--- src/rtl/c_write_packer_pkg.sv ---
// -----------------------------------------------------------------------------
// c_write_packer_pkg
//   Shared definitions for the C-matrix write packer: default widths of the
//   systolic array result path and the packer FSM state type.
// -----------------------------------------------------------------------------
package c_write_packer_pkg;

    // Default result element width, write-bus width (bytes) and address width.
    localparam int C_DATA_WIDTH      = 8;
    localparam int C_BUS_WIDTH_BYTES = 32;
    localparam int C_ADDR_WIDTH      = 16;

    // Packer FSM states.
    typedef enum logic [1:0] {
        IDLE  = 2'd0,
        FILL  = 2'd1,
        WRITE = 2'd2,
        DONE  = 2'd3
    } pack_state_t;

endpackage : c_write_packer_pkg

--- src/rtl/c_write_packer.sv ---
// -----------------------------------------------------------------------------
// c_write_packer
//   Collects result elements drained from the systolic array, packs them one
//   per byte lane into full-width write beats, and issues each beat to the C
//   memory bus with a req/gnt handshake. A partial final beat is written with
//   unused lanes zeroed and their byte enables cleared.
//
// Ports
//   clk          core clock, rising edge
//   reset_n      asynchronous active-low reset
//   start_i      one-cycle start pulse (honoured only in IDLE)
//   base_addr_i  C base byte address, sampled on accepted start
//   count_i      number of elements to write, sampled on accepted start
//   in_valid_i   result element valid
//   in_data_i    result element
//   in_ready_o   element accepted this cycle when in_valid_i is also high
//   mem_req_o    write request (held until granted)
//   mem_we_o     write enable, mirrors mem_req_o
//   mem_addr_o   beat byte address
//   mem_wdata_o  packed beat data, lane k at bits 8k+7:8k
//   mem_be_o     byte enables, one per lane
//   mem_gnt_i    bus accepted the request this cycle
//   busy_o       high from accepted start until the return to IDLE
//   done_o       one-cycle completion pulse
// -----------------------------------------------------------------------------
module c_write_packer
    import c_write_packer_pkg::*;
#(
    parameter int DATA_WIDTH      = C_DATA_WIDTH,
    parameter int BUS_WIDTH_BYTES = C_BUS_WIDTH_BYTES,
    parameter int ADDR_WIDTH      = C_ADDR_WIDTH
) (
    input  logic                         clk,
    input  logic                         reset_n,
    input  logic                         start_i,
    input  logic [ADDR_WIDTH-1:0]        base_addr_i,
    input  logic [15:0]                  count_i,
    input  logic                         in_valid_i,
    input  logic [DATA_WIDTH-1:0]        in_data_i,
    output logic                         in_ready_o,
    output logic                         mem_req_o,
    output logic                         mem_we_o,
    output logic [ADDR_WIDTH-1:0]        mem_addr_o,
    output logic [8*BUS_WIDTH_BYTES-1:0] mem_wdata_o,
    output logic [BUS_WIDTH_BYTES-1:0]   mem_be_o,
    input  logic                         mem_gnt_i,
    output logic                         busy_o,
    output logic                         done_o
);

    // The lane pointer must be able to count up to BUS_WIDTH_BYTES itself.
    localparam int LANE_W = $clog2(BUS_WIDTH_BYTES + 1);
    localparam int IDX_W  = (BUS_WIDTH_BYTES > 1) ? $clog2(BUS_WIDTH_BYTES) : 1;

    localparam logic [LANE_W-1:0]     LAST_LANE   = LANE_W'(BUS_WIDTH_BYTES - 1);
    localparam logic [ADDR_WIDTH-1:0] BEAT_STRIDE = ADDR_WIDTH'(BUS_WIDTH_BYTES);

    pack_state_t       state;
    logic [LANE_W-1:0] lane_q;
    logic [15:0]       remaining_q;

    logic [7:0]        elem_byte;
    logic [IDX_W-1:0]  lane_idx;
    logic              accept;

    // Each lane is one byte; wider elements are truncated, narrower ones
    // zero-extended.
    assign elem_byte = 8'(in_data_i);
    assign lane_idx  = IDX_W'(lane_q);
    assign accept    = in_valid_i & in_ready_o;

    always_ff @(posedge clk or negedge reset_n) begin
        if (!reset_n) begin
            // NOTE: the beat buffer is plain output flops, not a RAM, so it is
            // cleared on reset; this is also what discards a partial beat.
            state       <= IDLE;
            lane_q      <= '0;
            remaining_q <= '0;
            mem_addr_o  <= '0;
            mem_wdata_o <= '0;
            mem_be_o    <= '0;
            in_ready_o  <= 1'b0;
            mem_req_o   <= 1'b0;
            mem_we_o    <= 1'b0;
            busy_o      <= 1'b0;
            done_o      <= 1'b0;
        end else begin
            // NOTE: nxt is a block-local temporary written with blocking
            // assignments so the registered outputs below can be decoded from
            // the state being entered; all real state still uses <=.
            pack_state_t nxt;
            nxt = state;

            case (state)
                IDLE: begin
                    if (start_i) begin
                        mem_addr_o  <= base_addr_i;
                        remaining_q <= count_i;
                        lane_q      <= '0;
                        mem_wdata_o <= '0;
                        mem_be_o    <= '0;
                        nxt         = (count_i == 16'd0) ? DONE : FILL;
                    end
                end

                FILL: begin
                    if (accept) begin
                        mem_wdata_o[8*int'(lane_idx) +: 8] <= elem_byte;
                        mem_be_o[lane_idx]                 <= 1'b1;
                        remaining_q                        <= remaining_q - 16'd1;
                        lane_q                             <= lane_q + LANE_W'(1);
                        // Beat closes on the last lane or the last element.
                        if (lane_q == LAST_LANE || remaining_q == 16'd1) begin
                            nxt = WRITE;
                        end
                    end
                end

                WRITE: begin
                    // Request, address, data and enables hold until granted.
                    if (mem_gnt_i) begin
                        mem_addr_o  <= mem_addr_o + BEAT_STRIDE;
                        lane_q      <= '0;
                        mem_wdata_o <= '0;
                        mem_be_o    <= '0;
                        nxt         = (remaining_q != 16'd0) ? FILL : DONE;
                    end
                end

                DONE: begin
                    nxt = IDLE;
                end

                default: begin
                    nxt = IDLE;
                end
            endcase

            state      <= nxt;
            in_ready_o <= (nxt == FILL);
            mem_req_o  <= (nxt == WRITE);
            mem_we_o   <= (nxt == WRITE);
            busy_o     <= (nxt != IDLE);
            done_o     <= (nxt == DONE);
        end
    end

endmodule : c_write_packer

--- config.mk ---
export PLATFORM = sky130hd
export DESIGN_NAME = c_write_packer
export DESIGN_NICKNAME = d
export VERILOG_FILES = /design/src/rtl/c_write_packer_pkg.sv /design/src/rtl/c_write_packer.sv
export SDC_FILE = /design/constraint.sdc
export NUM_CORES = 1
export LEC_CHECK = 0
export BUFFER_PORTS_ARGS = -buffer_cell sky130_fd_sc_hd__buf_2
export CAP_MARGIN = 20
export CORE_MARGIN = 3
export CORE_UTILIZATION = 54
export CTS_CLUSTER_DIAMETER = 150
export CTS_CLUSTER_SIZE = 16
export DETAILED_ROUTE_END_ITERATION = 10
export PLACE_DENSITY = 0.85
export RECOVER_POWER = 50
export SLEW_MARGIN = 30
export SYNTH_ARGS = -nofsm -noshare
export SYNTH_HDL_FRONTEND = slang
export SYNTH_SLANG_ARGS = --single-unit
--- constraint.sdc ---
create_clock -name clk -period 3.5 [get_ports clk]
set_input_delay 0.7 -clock clk [delete_from_list [all_inputs] [get_ports clk]]
set_output_delay 0.7 -clock clk [all_outputs]
set_load 0.02 [all_outputs]
==> metrics.txt, run 1 <==
f_max 312.1 MHz; Yosys cell types 66; Post-Synthesis Cells 1507; die height 171.9 um; Tcrit/Tclk final 91.54%; peak supply drop 604.8 uV; synth-to-layout area growth 16.79%; fin area 17370 um^2; Syn Area/Cell 9.867 um^2; Worst Path Required 3.92 ns; initial DRC count 1522; DIE WIDTH 171.9 um; Startpoint Class flop; cell chain of the critical path inv_1, ha_1, nor2b_1, nor2b_1, ha_1, nor4_1, nand3_1, a31o_2; Max Cap Viol 1; syn nets 1560; Min Hold Slack 0.4008 ns; Crit. End Element flop; DRC 0; Net Sw Frac 44.74%; YS warnings 0; Static Leak 8.209 nW; CP max-delay cell nor4_1; Initial DRT Pass Iterations 5; placed cell areas 16940 um^2; largest net degree at the start of global routing 126; Reg power frac 39.4%; Overflow after GRT 0; worst rel slew slack -43.37%; CTS tree built; total placed cells including tap cells 2114; Hold Vio Cnt, Final 0; Clock Tree Root clkbuf_16; failing checks capacitance limit, slew limit; ys flop type dfrtp_1; CTS Hold Bufs 0; row count 60; Core Footprint 27030 um^2; Starting Density 55.02%; vias in the first global route 12678; register area share after synthesis 55.87%; post-route ant nets 0; Max clock buf depth 3; final worst slack 0.2963 ns; Critical Path Fanout Max 16; CP arrival 3.62 ns; pre-CTS WS 0.2427 ns; Layout Skew 0.01052 ns; Final min period 3.204 ns; WS Path Type reg2reg; Crit path largest cell delay 0.65 ns; Pwr Density 838.2 nW/um^2; routed wire length 46100 um; Internal 8.044 mW; HP Class in2reg; setup TNS 0 ns; H-tree depth 1; filler cell count in the final layout 2195; worst skew pair latency 0.53 ns; CTS buffer count 24; combinational power share 42.6%; routed vias 13312; global-route wire length before repair 70610 um; layout cells sized above 1 18.67%; die area 29560 um^2; number of flops mapped to enable cells by yosys 0; drt wl/cell 21.52 um; fin. max-slew vios 81; unrepaired setup endpoints after global routing no; mapped cell area 14870 um^2; routability congestion estimate 0.8909; Finished Layout Cells 2142; Via density 6.215; antenna violations before repair 0; Post-synth ARST share 100.0%; # IOs 354; GRT Total Usage 29.96%; Sw Pwr 6.512 mW; NumNets Final 1853; Worst Tran Pin Value 2.151 ns; IO buf count 353; clk sinks 332; endpoints failing setup 0; clock slew at reported path FFs 0.07 ns; hpwl dp 31140 um; status complete, but fails checks; Seq cells post-synth 332; power share of the clock group 17.9%
[cell usage after synthesis (all sizes together), types with 4 or more instances]
master | number | area, um^2
o21a | 5 | 37.54
nand3 | 149 | 760.7
nor2b | 5 | 31.28
ha | 8 | 100.1
and3 | 6 | 37.54
or3 | 7 | 43.79
o22ai | 6 | 37.54
buf | 35 | 175.2
nand4 | 8 | 56.30
nand2 | 242 | 915.9
a31oi | 7 | 43.79
nor2 | 99 | 379.1
dfrtp | 332 | 8308
clkbuf | 86 | 322.8
nor3b | 4 | 30.03
or2 | 6 | 37.54
a22oi | 4 | 30.03
a31o | 31 | 271.5
nor3 | 30 | 196.5
a2bb2oi | 6 | 52.55
a22o | 16 | 140.1
o211ai | 24 | 180.2
mux2i | 73 | 730.7
mux2 | 5 | 56.30
nand2b | 10 | 62.56
and2 | 8 | 50.05
o21ai | 154 | 770.7
a21oi | 67 | 339.1
inv | 8 | 30.03
a32o | 8 | 80.08
o22a | 5 | 43.79
nor4 | 27 | 236.5
[metal layers]
| metal | part of all wire (%) | track usage, % | vias to the layer above |
|---|---|---|---|
| met1 | 39 | 40.51 | 6560 |
| met4 | 4.4 | 11.63 | 0 |
| met3 | 9.4 | 6.036 | 135 |
| met5 | 0 | 0 | - |
| met2 | 47 | 48.18 | 739 |
| li1 | - | - | 5878 |
[what timing repair did]
| action | in CTS | in global routing |
|---|---|---|
| buffers inserted | 0 | 1 |
| setup endpoints to repair | 0 | 32 |
| gates resized for setup | 0 | 1 |
[sequential cells by signal (all words and copies together), names as in the netlist]
name	cells
mem_wdata_o	256
mem_be_o	32
mem_addr_o	16
remaining_q	16
lane_q	6
state	2
busy_o	1
done_o	1
in_ready_o	1
mem_we_o	1
[per-stage QoR]
stage / power (mW) / utilization [%]
3_3_place_gp: 11.78 / 62.66
2_1_floorplan: 9.722 / -
6_report: 14.56 / 64.25
5_1_grt: 15.34 / 64.25
4_1_cts: 14.62 / 65.10
3_5_place_dp: 12.00 / 62.68
[worst paths after layout]
| check | startpoint | endpoint | slack [ns] | cells past startpoint |
|---|---|---|---|---|
| max | lane_q[0] | mem_wdata_o[26] | 0.30 | 8 |
| max reg2reg | lane_q[0] | mem_wdata_o[26] | 0.30 | 8 |
| max in group asynchronous | reset_n | mem_addr_o[0] | 0.55 | 2 |
| min in group asynchronous | reset_n | mem_wdata_o[14] | 0.76 | 1 |
| min reg2reg | mem_wdata_o[2] | mem_wdata_o[2] | 0.49 | 1 |
| min | base_addr_i[3] | mem_addr_o[3] | 0.40 | 2 |
[power groups by stage]
stage                     Clock [mW]  Sequential, mW  Combinational [mW]
after floorplan                    0            6.82                2.91
after CTS                       2.63            5.71                6.28
after detailed placement           0            5.76                6.25
after global routing            2.79            5.86                6.70
final                           2.61            5.74                6.21
after global placement             0            5.71                6.06
[cells in the final DEF (no fill, tap or decap), drive strengths merged, types with 10 or more instances in the layout]
cell type	synthesis	final
dfrtp	332	332
nand2	242	242
buf	35	238
clkbuf	86	175
o21ai	154	154
nand3	149	149
nor2	99	99
mux2i	73	73
a21oi	67	67
a31o	31	31
nor3	30	30
nor4	27	27
o211ai	24	24
a22o	16	16
nand2b	10	10
[kinds of logic (layout without fill, tap and decap cells)]
group	count (synthesis)	after routing	synth area share [%]
and+or+nand+nor	611	611	19.87
adders and majority gates	8	8	0.6732
buffers and inverters	129	422	3.551
AOI/OAI and AO/OA	343	343	14.19
DFF	332	332	55.87
other	0	1	0
xor gates and xnor gates	6	6	0.5554
muxes	78	78	5.293
[final cells by class]
class / count / area, um^2 / share of cell area [%]
Sequential cell: 332 / 8308 / 47.84
Timing Repair Buffer: 388 / 1876 / 10.80
Multi-Input combinational cell: 1046 / 6067 / 34.94
Clock inverter: 1 / 30.03 / 0.1729
Inverter: 8 / 30.03 / 0.1729
Clock buffer: 25 / 625.6 / 3.603
Antenna cell: 1 / 2.502 / 0.01441
Tap cell: 341 / 426.7 / 2.457
[worst max-delay path: cells and delay by family, from the launching register on]
family | cells | cell delay (ns)
simple gates | 4 | 1.61
fa+ha+maj | 2 | 0.61
compound gates | 1 | 0.44
flops | 1 | 0.35
buf+inv | 1 | 0.06
(Power assumes the default switching activity.)
==> inputs of run 2 (changes only) <==
--- a/config.mk
+++ b/config.mk
@@ -8,11 +8,11 @@
 export BUFFER_PORTS_ARGS = -buffer_cell sky130_fd_sc_hd__buf_2
 export CAP_MARGIN = 20
 export CORE_MARGIN = 3
-export CORE_UTILIZATION = 54
+export CORE_UTILIZATION = 49
 export CTS_CLUSTER_DIAMETER = 150
 export CTS_CLUSTER_SIZE = 16
 export DETAILED_ROUTE_END_ITERATION = 10
-export PLACE_DENSITY = 0.85
+export PLACE_DENSITY = 0.82
 export RECOVER_POWER = 50
 export SLEW_MARGIN = 30
 export SYNTH_ARGS = -nofsm -noshare
==> constraint.sdc (replaced) <==
create_clock -name clk -period 2.69 [get_ports clk]
set_input_delay 0.538 -clock clk [delete_from_list [all_inputs] [get_ports clk]]
set_output_delay 0.538 -clock clk [all_outputs]
set_load 0.02 [all_outputs]
==> metrics.txt, run 2 (synthesis results as in run 1) <==
Tcrit/Tclk final 95.73% (+4.2 points); worst rel slew slack -49.54% (-6.2 points); status complete, but fails checks; peak supply drop 794.7 uV (+31%); power share of the clock group 17.7% (-0.2 points); CTS Hold Bufs 0 (unchanged); setup TNS 0 ns (unchanged); cells on worst reg2reg path 10 (+2); largest net degree at the start of global routing 84 (-33%); Hold Startpoint base_addr_i[5]; hpwl dp 32200 um (+3.4%); DRC 0 (unchanged); Layout Skew 0.01623 ns (+0.005703 ns); reg2reg start lane_q[1]; max FFs per register 256 (unchanged); Crit. End Element flop; Static Leak 8.474 nW (+3.2%); post-route ant nets 0 (unchanged); Initial DRT Pass Iterations 8 (+3); routed vias 13347 (+0.26%); WS Path Type reg2reg; GRT Total Usage 27.33% (-2.6 points); M2 GR Usage 44.08% (-4.1 points); global-route wire length before repair 72420 um (+2.6%); f_max 388.3 MHz (+24%); GRT met3 Usage 5.329% (-0.71 points); Net Sw Frac 44.38% (-0.36 points); Startpoint Class flop; synth-to-layout area growth 20.26%; failing checks capacitance limit, slew limit; GR peak layer met2; final core occ 60.02% (-4.2 points); initial DRC count 1286 (-16%); Critical Path Fanout Max 10 (-6); Hold Vio Cnt, Final 0 (unchanged); Via density 5.980 (-3.8%); Max Cap Viol 1 (unchanged); CTS tree built; DIE WIDTH 180.2 um (+4.8%); die height 180.2 um (+4.8%); # IOs 354 (unchanged); routed wire length 46250 um (+0.33%); hold depth 3 (+1); Clock Tree Root clkbuf_16; Storage cell area 8308 um^2 (unchanged); endpoints failing setup 0 (unchanged); Core Footprint 29800 um^2 (+10%); filler cell count in the final layout 2548 (+16%); HP Class in2reg; R2R setup slack 0.11 ns (-0.18 ns); drt wl/cell 20.72 um (-3.7%); most frequent cells in the layout 332 x dfrtp_1, 238 x nand2_1, 208 x buf_2; CTS buffer count 24 (unchanged); R2R Path End mem_wdata_o[184]; Worst Setup SP lane_q[1]; unrepaired setup endpoints after global routing yes; die area 32470 um^2 (+9.8%); Overflow after GRT 0 (unchanged); vias in the first global route 12839 (+1.3%); antenna violations before repair 1 (+1); routability congestion estimate 0.9049 (+1.6%); combinational power share 44.0% (+1.4 points); Internal 10.80 mW (+34%); Max clock buf depth 3 (unchanged); met1 usage 36.97% (-3.5 points); IO buf count 353 (unchanged); area used by multi-input combinational logic 6145 um^2 (+1.3%); most common cell after layout, fill and taps aside dfrtp_1; clk sinks 332 (unchanged); largest registers mem_wdata_o: 256 flops, mem_be_o: 32 flops; H-tree depth 1 (unchanged); fin. max-slew vios 76 (-6.2%); Worst Path Required 3.13 ns (-0.79 ns); Pwr Density 1085 nW/um^2 (+29%); NumNets Final 1894 (+2.2%); Worst Tran Pin Value 2.243 ns (+0.09254 ns); worst skew pair latency 0.54 ns (about the same); Reg power frac 38.3% (-1.1 points); Reg with most FFs mem_wdata_o; Sw Pwr 8.614 mW (+32%); layout cells sized above 1 20.97% (+2.3 points); hold path endpoint mem_addr_o[5]; CP arrival 3.02 ns (-0.60 ns); clock slew at reported path FFs 0.08 ns (about the same); row count 63 (+5.0%); Starting Density 49.90% (-5.1 points); Final min period 2.575 ns (-0.6287 ns)
run 2: cell count changes in the layout (fill, tap and decap cells not counted), moves of 2 or more:
cell	previous run	this run
buf_4	27	67
nor3_2	8	2
buf_12	3	8
nor3_4	1	6
clkbuf_2	4	1
nor2_1	97	94
nor2_2	0	2
nor4_1	19	17
nor4_2	6	8
run 2: repair_timing:
| item | in CTS | in global routing |
|---|---|---|
| setup endpoints to repair | 0 | 40 |
| setup buffers | 0 | 0 |
| gates resized for setup | 0 | 6 |
run 2: through the flow:
step,hold slack [ns],cell area [um^2],power (mW),instances,setup slack [ns]
floorplan,0.2424,14950,12.76,1507,-0.03019
global placement,0.4731,17400,15.76,2205,0.2327
detailed placement,0.4856,17400,16.04,2205,0.1542
CTS,0.01272,18050,19.49,2231,0.1295
global route,0.2209,17880,20.45,2232,-0.01493
finish,0.2355,17880,19.41,2232,0.1150
run 2: area by class of cell:
class / instances / share of cell area (%)
tap: 390 / 2.729
clock buffer: 25 / 3.498
antenna: 1 / 0.01399
sequential: 332 / 46.46
clock inverter: 1 / 0.1679
multi-input combinational: 1046 / 34.36
inverter: 8 / 0.1679
timing repair buffer: 429 / 12.60
run 2: how the worst max path moves through the flow:
| stage | end |
|---|---|
| 5_1_grt | mem_wdata_o[184] |
| 6_report | mem_wdata_o[184] |
| 3_5_place_dp | mem_wdata_o[201] |
| 4_1_cts | mem_wdata_o[201] |
| 3_3_place_gp | mem_wdata_o[205] |
| 2_1_floorplan | mem_wdata_o[200] |
run 2: worst max-delay path, cell delays in order (launching register included):
cell     delay (ns)
dfrtp_1        0.35
inv_1          0.10
ha_4           0.17
nor2b_2        0.17
nor2b_1        0.13
ha_1           0.28
nor4_2         0.54
and3_1         0.35
buf_4          0.19
nand3_1        0.07
o21ai_0        0.13
run 2: power by group through the flow:
stage               combinational, mW  sequential, mW  clock (mW)
CTS                              8.63            7.39        3.47
global route                     9.18            7.60        3.67
global placement                 8.37            7.39           0
floorplan                        3.89            8.87           0
finish                           8.54            7.44        3.43
detailed placement               8.59            7.45           0
run 2: metal layers:
metal	part of all wire (%)	wire length (um)	vias up
li1	-	-	5964
met1	40	18400	6565
met2	47	21890	709
met3	8.9	4110	109
met4	4.0	1854	0
met5	0	0	-
